[config.mk]
export PLATFORM = sky130hd
export DESIGN_NAME = uart_cmd_assembler_flat
export DESIGN_NICKNAME = d
export VERILOG_FILES = /design/src/rtl/uart_cmd_assembler_pkg.sv /design/src/rtl/uart_cmd_assembler_if.sv /design/src/rtl/uart_cmd_assembler_timer.sv /design/src/rtl/uart_cmd_assembler.sv /design/src/flat_wrapper.sv
export SDC_FILE = /design/constraint.sdc
export NUM_CORES = 1
export LEC_CHECK = 0
export BUFFER_PORTS_ARGS = -buffer_cell sky130_fd_sc_hd__buf_4
export CAP_MARGIN = 20
export CORE_ASPECT_RATIO = 1.1
export CORE_MARGIN = 4
export CORE_UTILIZATION = 40
export CTS_CLUSTER_DIAMETER = 120
export DETAILED_ROUTE_END_ITERATION = 7
export SYNTH_ARGS = -nofsm -noshare
export SYNTH_HDL_FRONTEND = slang
export SYNTH_SLANG_ARGS = --single-unit
export TNS_END_PERCENT = 30
[constraint.sdc]
create_clock -name clk -period 2.15 [get_ports clk]
set_input_delay 0.215 -clock clk [delete_from_list [all_inputs] [get_ports clk]]
set_output_delay 0.215 -clock clk [all_outputs]
set_load 0.02 [all_outputs]
[src/rtl/uart_cmd_assembler_pkg.sv]
// Shared types, limits and the frame checksum helper for the UART command assembler.
package uart_cmd_pkg;

   localparam int unsigned MAX_OP_BYTES   = 4;
   localparam int unsigned MAX_OPS        = 4;
   localparam int unsigned MAX_FRAME_BITS = MAX_OPS * MAX_OP_BYTES * 8;

   typedef enum logic [3:0] {
      ST_RECV_OP  = 4'd0,
      ST_RECV_CMD = 4'd1,
      ST_RECV_CHK = 4'd2,
      ST_EXEC     = 4'd3,
      ST_TRIG     = 4'd4
   } state_e;

   // XOR of every operand byte and the command byte; unused upper lanes are zero.
   function automatic logic [7:0] xor_reduce_frame(input logic [MAX_FRAME_BITS-1:0] ops,
                                                   input logic [7:0]                cmd);
      logic [7:0] acc;
      acc = cmd;
      for (int unsigned i = 0; i < MAX_OPS * MAX_OP_BYTES; i++) begin
         acc = acc ^ ops[i*8 +: 8];
      end
      return acc;
   endfunction

endpackage

[src/rtl/uart_cmd_assembler_if.sv]
// Receive-byte input and committed-frame output bundle of the UART command assembler.
interface uart_cmd_assembler_if #(
   parameter int unsigned OP_BYTES = 2,
   parameter int unsigned NUM_OPS  = 2
);
   localparam int unsigned DATA_W = 8 * OP_BYTES;

   logic                        rx_ready;
   logic [7:0]                  rx_data;
   logic [NUM_OPS*DATA_W-1:0]   operands;
   logic [7:0]                  cmd;
   logic                        frame_valid;
   logic                        tx_trigger;
   logic                        busy;
   logic                        timeout_err;
   logic                        chk_err;
   logic [3:0]                  state_dbg;

   modport master (
      output rx_ready, rx_data,
      input  operands, cmd, frame_valid, tx_trigger, busy, timeout_err, chk_err, state_dbg
   );

   modport slave (
      input  rx_ready, rx_data,
      output operands, cmd, frame_valid, tx_trigger, busy, timeout_err, chk_err, state_dbg
   );
endinterface

[src/rtl/uart_cmd_assembler_timer.sv]
// Mid-frame idle watchdog: pulses expired on the TIMEOUT_CYCLES-th consecutive idle cycle.
module frame_timeout_timer #(
   parameter int unsigned TIMEOUT_CYCLES = 1000000
) (
   input  logic clk,
   input  logic reset,
   input  logic run,
   input  logic kick,
   output logic expired
);
   localparam int unsigned CNT_W = $clog2(TIMEOUT_CYCLES);
   localparam logic [CNT_W-1:0] LAST = CNT_W'(TIMEOUT_CYCLES - 1);

   logic [CNT_W-1:0] cnt;

   // cnt holds the idle cycles already elapsed, so a kick in the expiry cycle still wins
   assign expired = !reset && run && !kick && (cnt == LAST);

   always_ff @(posedge clk) begin
      if (reset || !run || kick || expired) begin
         cnt <= '0;
      end else begin
         cnt <= cnt + CNT_W'(1);
      end
   end
endmodule

[src/rtl/uart_cmd_assembler.sv]
// Collects NUM_OPS operands plus a command byte from the UART and commits them atomically.
// Optional trailing XOR checksum byte enabled by defining UART_CMD_CHECKSUM_EN.
module uart_cmd_assembler
   import uart_cmd_pkg::*;
#(
   parameter int unsigned OP_BYTES       = 2,
   parameter int unsigned NUM_OPS        = 2,
   parameter int unsigned TIMEOUT_CYCLES = 1000000
) (
   input  logic                 clk,
   input  logic                 reset,
   uart_cmd_assembler_if.slave  bus
);
   localparam int unsigned DATA_W = 8 * OP_BYTES;
   localparam int unsigned OPS_W  = NUM_OPS * DATA_W;
   localparam int unsigned BCNT_W = (OP_BYTES > 1) ? $clog2(OP_BYTES) : 1;
   localparam int unsigned OCNT_W = (NUM_OPS > 1) ? $clog2(NUM_OPS) : 1;
   localparam logic [BCNT_W-1:0] BCNT_LAST = BCNT_W'(OP_BYTES - 1);
   localparam logic [OCNT_W-1:0] OCNT_LAST = OCNT_W'(NUM_OPS - 1);

   state_e              state, state_nxt;
   logic [BCNT_W-1:0]   bcnt, bcnt_nxt;
   logic [OCNT_W-1:0]   ocnt, ocnt_nxt;
   logic [OPS_W-1:0]    sh_ops, sh_ops_nxt;
   logic [7:0]          sh_cmd, sh_cmd_nxt;
   logic [OPS_W-1:0]    operands_q, operands_nxt;
   logic [7:0]          cmd_q, cmd_nxt;
   logic                frame_valid_q, frame_valid_nxt;
   logic                tx_trigger_q, tx_trigger_nxt;
   logic                busy_q, busy_nxt;
   logic                accept;
   logic                expired;
   logic                timer_run;
`ifdef UART_CMD_CHECKSUM_EN
   logic                chk_err_q, chk_err_nxt;
`endif

   // Bytes arriving while the frame is being committed are silently dropped
   assign accept    = bus.rx_ready && (state == ST_RECV_OP || state == ST_RECV_CMD ||
                                       state == ST_RECV_CHK);
   assign timer_run = busy_q && (state != ST_EXEC) && (state != ST_TRIG);

   frame_timeout_timer #(
      .TIMEOUT_CYCLES(TIMEOUT_CYCLES)
   ) u_timer (
      .clk    (clk),
      .reset  (reset),
      .run    (timer_run),
      .kick   (accept),
      .expired(expired)
   );

   always_ff @(posedge clk) begin
      if (reset) begin
         state <= ST_RECV_OP;
      end else begin
         state <= state_nxt;
      end
   end

   always_comb begin
      state_nxt       = state;
      bcnt_nxt        = bcnt;
      ocnt_nxt        = ocnt;
      sh_ops_nxt      = sh_ops;
      sh_cmd_nxt      = sh_cmd;
      operands_nxt    = operands_q;
      cmd_nxt         = cmd_q;
      frame_valid_nxt = 1'b0;
      tx_trigger_nxt  = 1'b0;
`ifdef UART_CMD_CHECKSUM_EN
      chk_err_nxt     = 1'b0;
`endif

      case (state)
         ST_RECV_OP: begin
            if (accept) begin
               for (int unsigned o = 0; o < NUM_OPS; o++) begin
                  for (int unsigned b = 0; b < OP_BYTES; b++) begin
                     if (ocnt == OCNT_W'(o) && bcnt == BCNT_W'(b)) begin
                        sh_ops_nxt[(o*OP_BYTES + b)*8 +: 8] = bus.rx_data;
                     end
                  end
               end
               if (bcnt == BCNT_LAST) begin
                  bcnt_nxt = '0;
                  if (ocnt == OCNT_LAST) begin
                     ocnt_nxt  = '0;
                     state_nxt = ST_RECV_CMD;
                  end else begin
                     ocnt_nxt = ocnt + OCNT_W'(1);
                  end
               end else begin
                  bcnt_nxt = bcnt + BCNT_W'(1);
               end
            end
         end

         ST_RECV_CMD: begin
            if (accept) begin
               sh_cmd_nxt = bus.rx_data;
`ifdef UART_CMD_CHECKSUM_EN
               state_nxt  = ST_RECV_CHK;
`else
               state_nxt       = ST_EXEC;
               operands_nxt    = sh_ops;
               cmd_nxt         = bus.rx_data;
               frame_valid_nxt = 1'b1;
`endif
            end
         end

`ifdef UART_CMD_CHECKSUM_EN
         ST_RECV_CHK: begin
            if (accept) begin
               if (bus.rx_data == xor_reduce_frame(MAX_FRAME_BITS'(sh_ops), sh_cmd)) begin
                  state_nxt       = ST_EXEC;
                  operands_nxt    = sh_ops;
                  cmd_nxt         = sh_cmd;
                  frame_valid_nxt = 1'b1;
               end else begin
                  state_nxt   = ST_RECV_OP;
                  chk_err_nxt = 1'b1;
                  bcnt_nxt    = '0;
                  ocnt_nxt    = '0;
                  sh_ops_nxt  = '0;
                  sh_cmd_nxt  = '0;
               end
            end
         end
`endif

         ST_EXEC: begin
            state_nxt      = ST_TRIG;
            tx_trigger_nxt = 1'b1;
         end

         ST_TRIG: begin
            state_nxt = ST_RECV_OP;
            bcnt_nxt  = '0;
            ocnt_nxt  = '0;
         end

         default: begin
            state_nxt = ST_RECV_OP;
         end
      endcase

      // Timeout only fires in a cycle with no accepted byte, so it never races a commit
      if (expired) begin
         state_nxt  = ST_RECV_OP;
         bcnt_nxt   = '0;
         ocnt_nxt   = '0;
         sh_ops_nxt = '0;
         sh_cmd_nxt = '0;
      end

      busy_nxt = !(state_nxt == ST_RECV_OP && bcnt_nxt == '0 && ocnt_nxt == '0);
   end

   always_ff @(posedge clk) begin
      if (reset) begin
         bcnt          <= '0;
         ocnt          <= '0;
         sh_ops        <= '0;
         sh_cmd        <= '0;
         operands_q    <= '0;
         cmd_q         <= '0;
         frame_valid_q <= 1'b0;
         tx_trigger_q  <= 1'b0;
         busy_q        <= 1'b0;
      end else begin
         bcnt          <= bcnt_nxt;
         ocnt          <= ocnt_nxt;
         sh_ops        <= sh_ops_nxt;
         sh_cmd        <= sh_cmd_nxt;
         operands_q    <= operands_nxt;
         cmd_q         <= cmd_nxt;
         frame_valid_q <= frame_valid_nxt;
         tx_trigger_q  <= tx_trigger_nxt;
         busy_q        <= busy_nxt;
      end
   end

`ifdef UART_CMD_CHECKSUM_EN
   always_ff @(posedge clk) begin
      if (reset) begin
         chk_err_q <= 1'b0;
      end else begin
         chk_err_q <= chk_err_nxt;
      end
   end
   assign bus.chk_err = chk_err_q;
`else
   assign bus.chk_err = 1'b0;
`endif

   assign bus.operands    = operands_q;
   assign bus.cmd         = cmd_q;
   assign bus.frame_valid = frame_valid_q;
   assign bus.tx_trigger  = tx_trigger_q;
   assign bus.busy        = busy_q;
   assign bus.timeout_err = expired;
   assign bus.state_dbg   = state;
endmodule

[src/flat_wrapper.sv]
// flat-port wrapper written by rule: the top's interface ports become plain ports
module uart_cmd_assembler_flat import uart_cmd_pkg::*;
#(
   parameter int unsigned OP_BYTES       = 2,
   parameter int unsigned NUM_OPS        = 2,
   parameter int unsigned TIMEOUT_CYCLES = 1000000
)
  (clk, reset, bus_rx_ready, bus_rx_data, bus_operands, bus_cmd, bus_frame_valid, bus_tx_trigger, bus_busy, bus_timeout_err, bus_chk_err, bus_state_dbg);
  uart_cmd_assembler_if #(.OP_BYTES(OP_BYTES), .NUM_OPS(NUM_OPS)) bus_i ();
  input  logic clk;
  input  logic reset;
  input wire logic [$bits(bus_i.rx_ready)-1:0] bus_rx_ready;
  input wire logic [$bits(bus_i.rx_data)-1:0] bus_rx_data;
  output wire logic [$bits(bus_i.operands)-1:0] bus_operands;
  output wire logic [$bits(bus_i.cmd)-1:0] bus_cmd;
  output wire logic [$bits(bus_i.frame_valid)-1:0] bus_frame_valid;
  output wire logic [$bits(bus_i.tx_trigger)-1:0] bus_tx_trigger;
  output wire logic [$bits(bus_i.busy)-1:0] bus_busy;
  output wire logic [$bits(bus_i.timeout_err)-1:0] bus_timeout_err;
  output wire logic [$bits(bus_i.chk_err)-1:0] bus_chk_err;
  output wire logic [$bits(bus_i.state_dbg)-1:0] bus_state_dbg;
  assign bus_i.rx_ready = bus_rx_ready;
  assign bus_i.rx_data = bus_rx_data;
  assign bus_operands = bus_i.operands;
  assign bus_cmd = bus_i.cmd;
  assign bus_frame_valid = bus_i.frame_valid;
  assign bus_tx_trigger = bus_i.tx_trigger;
  assign bus_busy = bus_i.busy;
  assign bus_timeout_err = bus_i.timeout_err;
  assign bus_chk_err = bus_i.chk_err;
  assign bus_state_dbg = bus_i.state_dbg;
  uart_cmd_assembler #(.OP_BYTES(OP_BYTES), .NUM_OPS(NUM_OPS), .TIMEOUT_CYCLES(TIMEOUT_CYCLES)) u_core (.clk(clk), .reset(reset), .bus(bus_i));
endmodule
==> summary.md <==
| Metric | Value |
|---|---|
| Netlist cell types | `42` |
| Worst R2R Path Depth | `5` |
| Overall power | `3350 uW` |
| Post-route ant nets | `0` |
| TritonCTS Buffers | `9` |
| Crit end category | `output pin` |
| Max-capacitance violation count | `0` |
| Post-route setup TNS | `0 ps` |
| Rows | `38` |
| Chip Height | `113 um` |
| GRT Total Usage | `0.159` |
| Critical path type | `flop to output pin` |
| R2R Path End | `u_core.u_timer.cnt[13]` |
| Post-Route WL | `about 9100 um` |
| Leading area contributor after synthesis | `dfxtp_1` |
| Final hold slack | `roughly 140 ps` |
| Top cell type's share of synthesized area | `0.502` |
| Clock power frac | `0.384` |
| Drt drc | `0` |
| Max_slew headroom | `0.635` |
| Final setup viols | `0` |
| Clk sink count | `slightly above 100` |
| Crit path DAT | `about 1800 ps` |
| First-pass GRT wire length | `15,400 um` |
| Final worst path period share | `0.921` |
| CP peak stage delay | `380 ps` |
| Register-to-register setup slack | `250 ps` |
| Worst-margin pin slew | `547 ps` |
| Pins over their slew limit | `0` |
| Main flop type after synthesis | `dfxtp_1` |
| Placed insts | `631` |
| Flop pwr share | `0.568` |
| Outcome | `complete, no violations` |
| Hold Fails Final Rpt | `0` |
| Most common cell in the synthesized netlist | `nand2_1` |
| Final Wtd Congestion | `~0.75` |
| Required time of the critical path | `1930 ps` |
| Die ar. | `11,700 um2` |
| CTS max path bufs | `2` |
| Clk slew on worst S/H paths | `110 ps` |
| Layout cell share with drive strength beyond 1 | `0.233` |
| Dominant cells by area after synthesis | `dfxtp_1 50%, nand2_1 11%, a21oi_1 7.8%` |
| Fmax | `505 MHz` |
| RR Startpoint | `u_core.u_timer.cnt[16]` |
| Antenna cells | `0` |
| Hold path endpoint | `u_core.bus.cmd[4]` |
| First DRT Iteration DRCs | `198` |
| H-tree depth | `3` |
| Post-synth ARST share | `0` |
| P&R area growth vs syn | `19.1%` |
| Cell Int Power | `between 2000 and 3000 uW` |
| Chip width | `104 um` |
| Mean Syn Cell Area | `8.60 um2` |
| Skew-Pair Late Insertion Delay | `360 ps` |
| Hold Path Depth | `3` |
| YS warnings | `0` |
| CP top delay family | `simple AND/OR/NAND/NOR gates` |
| Post-Route Utilization | `0.487` |
| Pwr/cell area | `699 nW/um2` |
| Syn Std Cell Area | `4020 um2` |
| Startpoint types | `flop` |
| HPWL Detailed | `around 6400 um` |
| Overflow after GRT | `0` |
| CTS tree | `yes` |
| Postcts setup bufs | `0` |
| Worst Skew | `12.7 ps` |
| Core ar. | `~10000 um2` |
| Vias | `3,304` |
| CP most frequent cell | `buf_4` |
| Initial antenna violation count | `0` |
| Combinational Power Share | `0.048` |
| Post-Layout Cell Count | `647` |
| Worst min-delay path category | `input pin to flop` |
| Root Driver | `clkbuf_8` |
| Sw frac | `0.242` |
| DR WL/cell | `14.1 um` |
| Buf/Inv on CP | `2` |
| Sequential-to-total area share from yosys stat | `0.502` |
| Hold_buf cts | `0` |
| Vias in the first global route | `3,243` |
| Hold Path Origin | `bus_rx_data[4]` |
| Syn Inst Count | `around 470` |
| Initial core utilization | `0.409` |
| Largest net degree at the start of global routing | `45` |
| Yosys reg bits | `101` |
| First-pass DRT Iterations | `4` |
| Sw Pwr | `a little over 800 uW` |
| Crit path time final | `1980 ps` |
| CP max-delay cell | `dfxtp_1` |
| DR vias/cell | `5.11` |
| RSZ-0062 raised after global routing | `false` |
| Post-synth EDFFs | `0` |
| Peak supply drop | `0.339 mV` |
| I/O Buffers | `58` |
| # nets final | `538` |
| Worst-path fanout max | `6` |
| IO Pins | `60` |
| Leakage power | `0.00170 uW` |
| CP cell instances | `nor4_2 > nand4_2 > buf_4 > nor3_2 > buf_4` |
| Commonest cells in the netlist | `120 x nand2_1, 101 x dfxtp_1, 63 x a21oi_1` |
-- placed cells by master, fill, tap and decap left out, types with 5 or more instances in the layout --
cell type  count
a21oi_2       20
buf_4         73
a21oi_1       63
dfxtp_1      101
nand2_1      120
nand3_1       42
nor2_1        16
o21ai_0        5
xor2_1         8
ha_1           5
clkbuf_8      10
or3_1          6
inv_1          7
-- per-layer routing --
layer,track usage,up-vias,share of wire
li1,-,1690,-
met1,0.192,1531,0.44
met2,0.275,64,0.49
met3,0.0405,19,0.045
met4,0.0612,0,0.021
met5,0,-,0
-- worst max-delay path by stage --
stage	start	to	slack, ps	cells past startpoint
after floorplan	u_core.bus.state_dbg[0]	u_core.u_timer.cnt[17]	430	6
after global placement	u_core.u_timer.cnt[12]	u_core.u_timer.cnt[11]	310	5
after detailed placement	u_core.u_timer.cnt[16]	u_core.u_timer.cnt[13]	260	5
after CTS	u_core.u_timer.cnt[12]	bus_timeout_err	40	5
after global routing	u_core.u_timer.cnt[12]	bus_timeout_err	30	5
final	u_core.u_timer.cnt[12]	bus_timeout_err	170	5
-- kinds of logic after synthesis --
logic type	synth area share
buffers and inverters	0.0522
XOR/XNOR	0.0239
flip-flops	0.502
adder cells (fa/ha/maj)	0.0155
other	0.000932
AO/OA/AOI/OAI	0.153
AND/OR/NAND/NOR	0.252
-- through the flow --
step / setup slack (ps) / instance area [um2]
3_3_place_gp: 311 / 4560
3_5_place_dp: 256 / 4560
5_1_grt: 32.6 / 4790
4_1_cts: 39.2 / 4780
2_1_floorplan: 430 / 4030
6_report: 170 / 4790
-- what timing repair did --
item / 4_1_cts / 5_1_grt
hold endpoints to repair: 0 / 0
gates resized for setup: 0 / 2
setup endpoints to repair: 0 / 1
-- layout make-up --
cell class | instances | area [um2]
clock buffers | 10 | 138
flip-flops and latches | 101 | 2020
repair buffers | 74 | 568
fillers | 969 | 5050
inverters | 7 | 26.3
clock inverters | 6 | 78.8
well taps | 120 | 150
multi-input cells | 329 | 1810
-- sequential cells by signal, summed over array words and instances (netlist names) --
register	flops
u_core.u_timer.cnt	20
u_core.bus.operands	32
u_core.bus.cmd	8
u_core.sh_ops	32
u_core.bus.tx_trigger	1
u_core.bus.busy	1
u_core.bus.state_dbg	4
u_core.ocnt	1
u_core.bcnt	1
u_core.bus.frame_valid	1
-- power by group through the flow --
stage / Clock (uW) / Sequential (uW) / Combinational, uW
floorplan: 0 / 1940 / 105
global placement: 0 / 1940 / 159
detailed placement: 0 / 1940 / 162
CTS: 1320 / 1900 / 162
global route: 1420 / 1910 / 178
finish: 1280 / 1900 / 162
-- worst reg2reg max path, delay by kind of cell, from the launching register on --
family	cells	cell delay, ps
AND/OR/NAND/NOR	2	590
AO/OA/AOI/OAI	2	530
flip-flops	1	400
buffers and inverters	1	260
(Power assumes the default switching activity.)
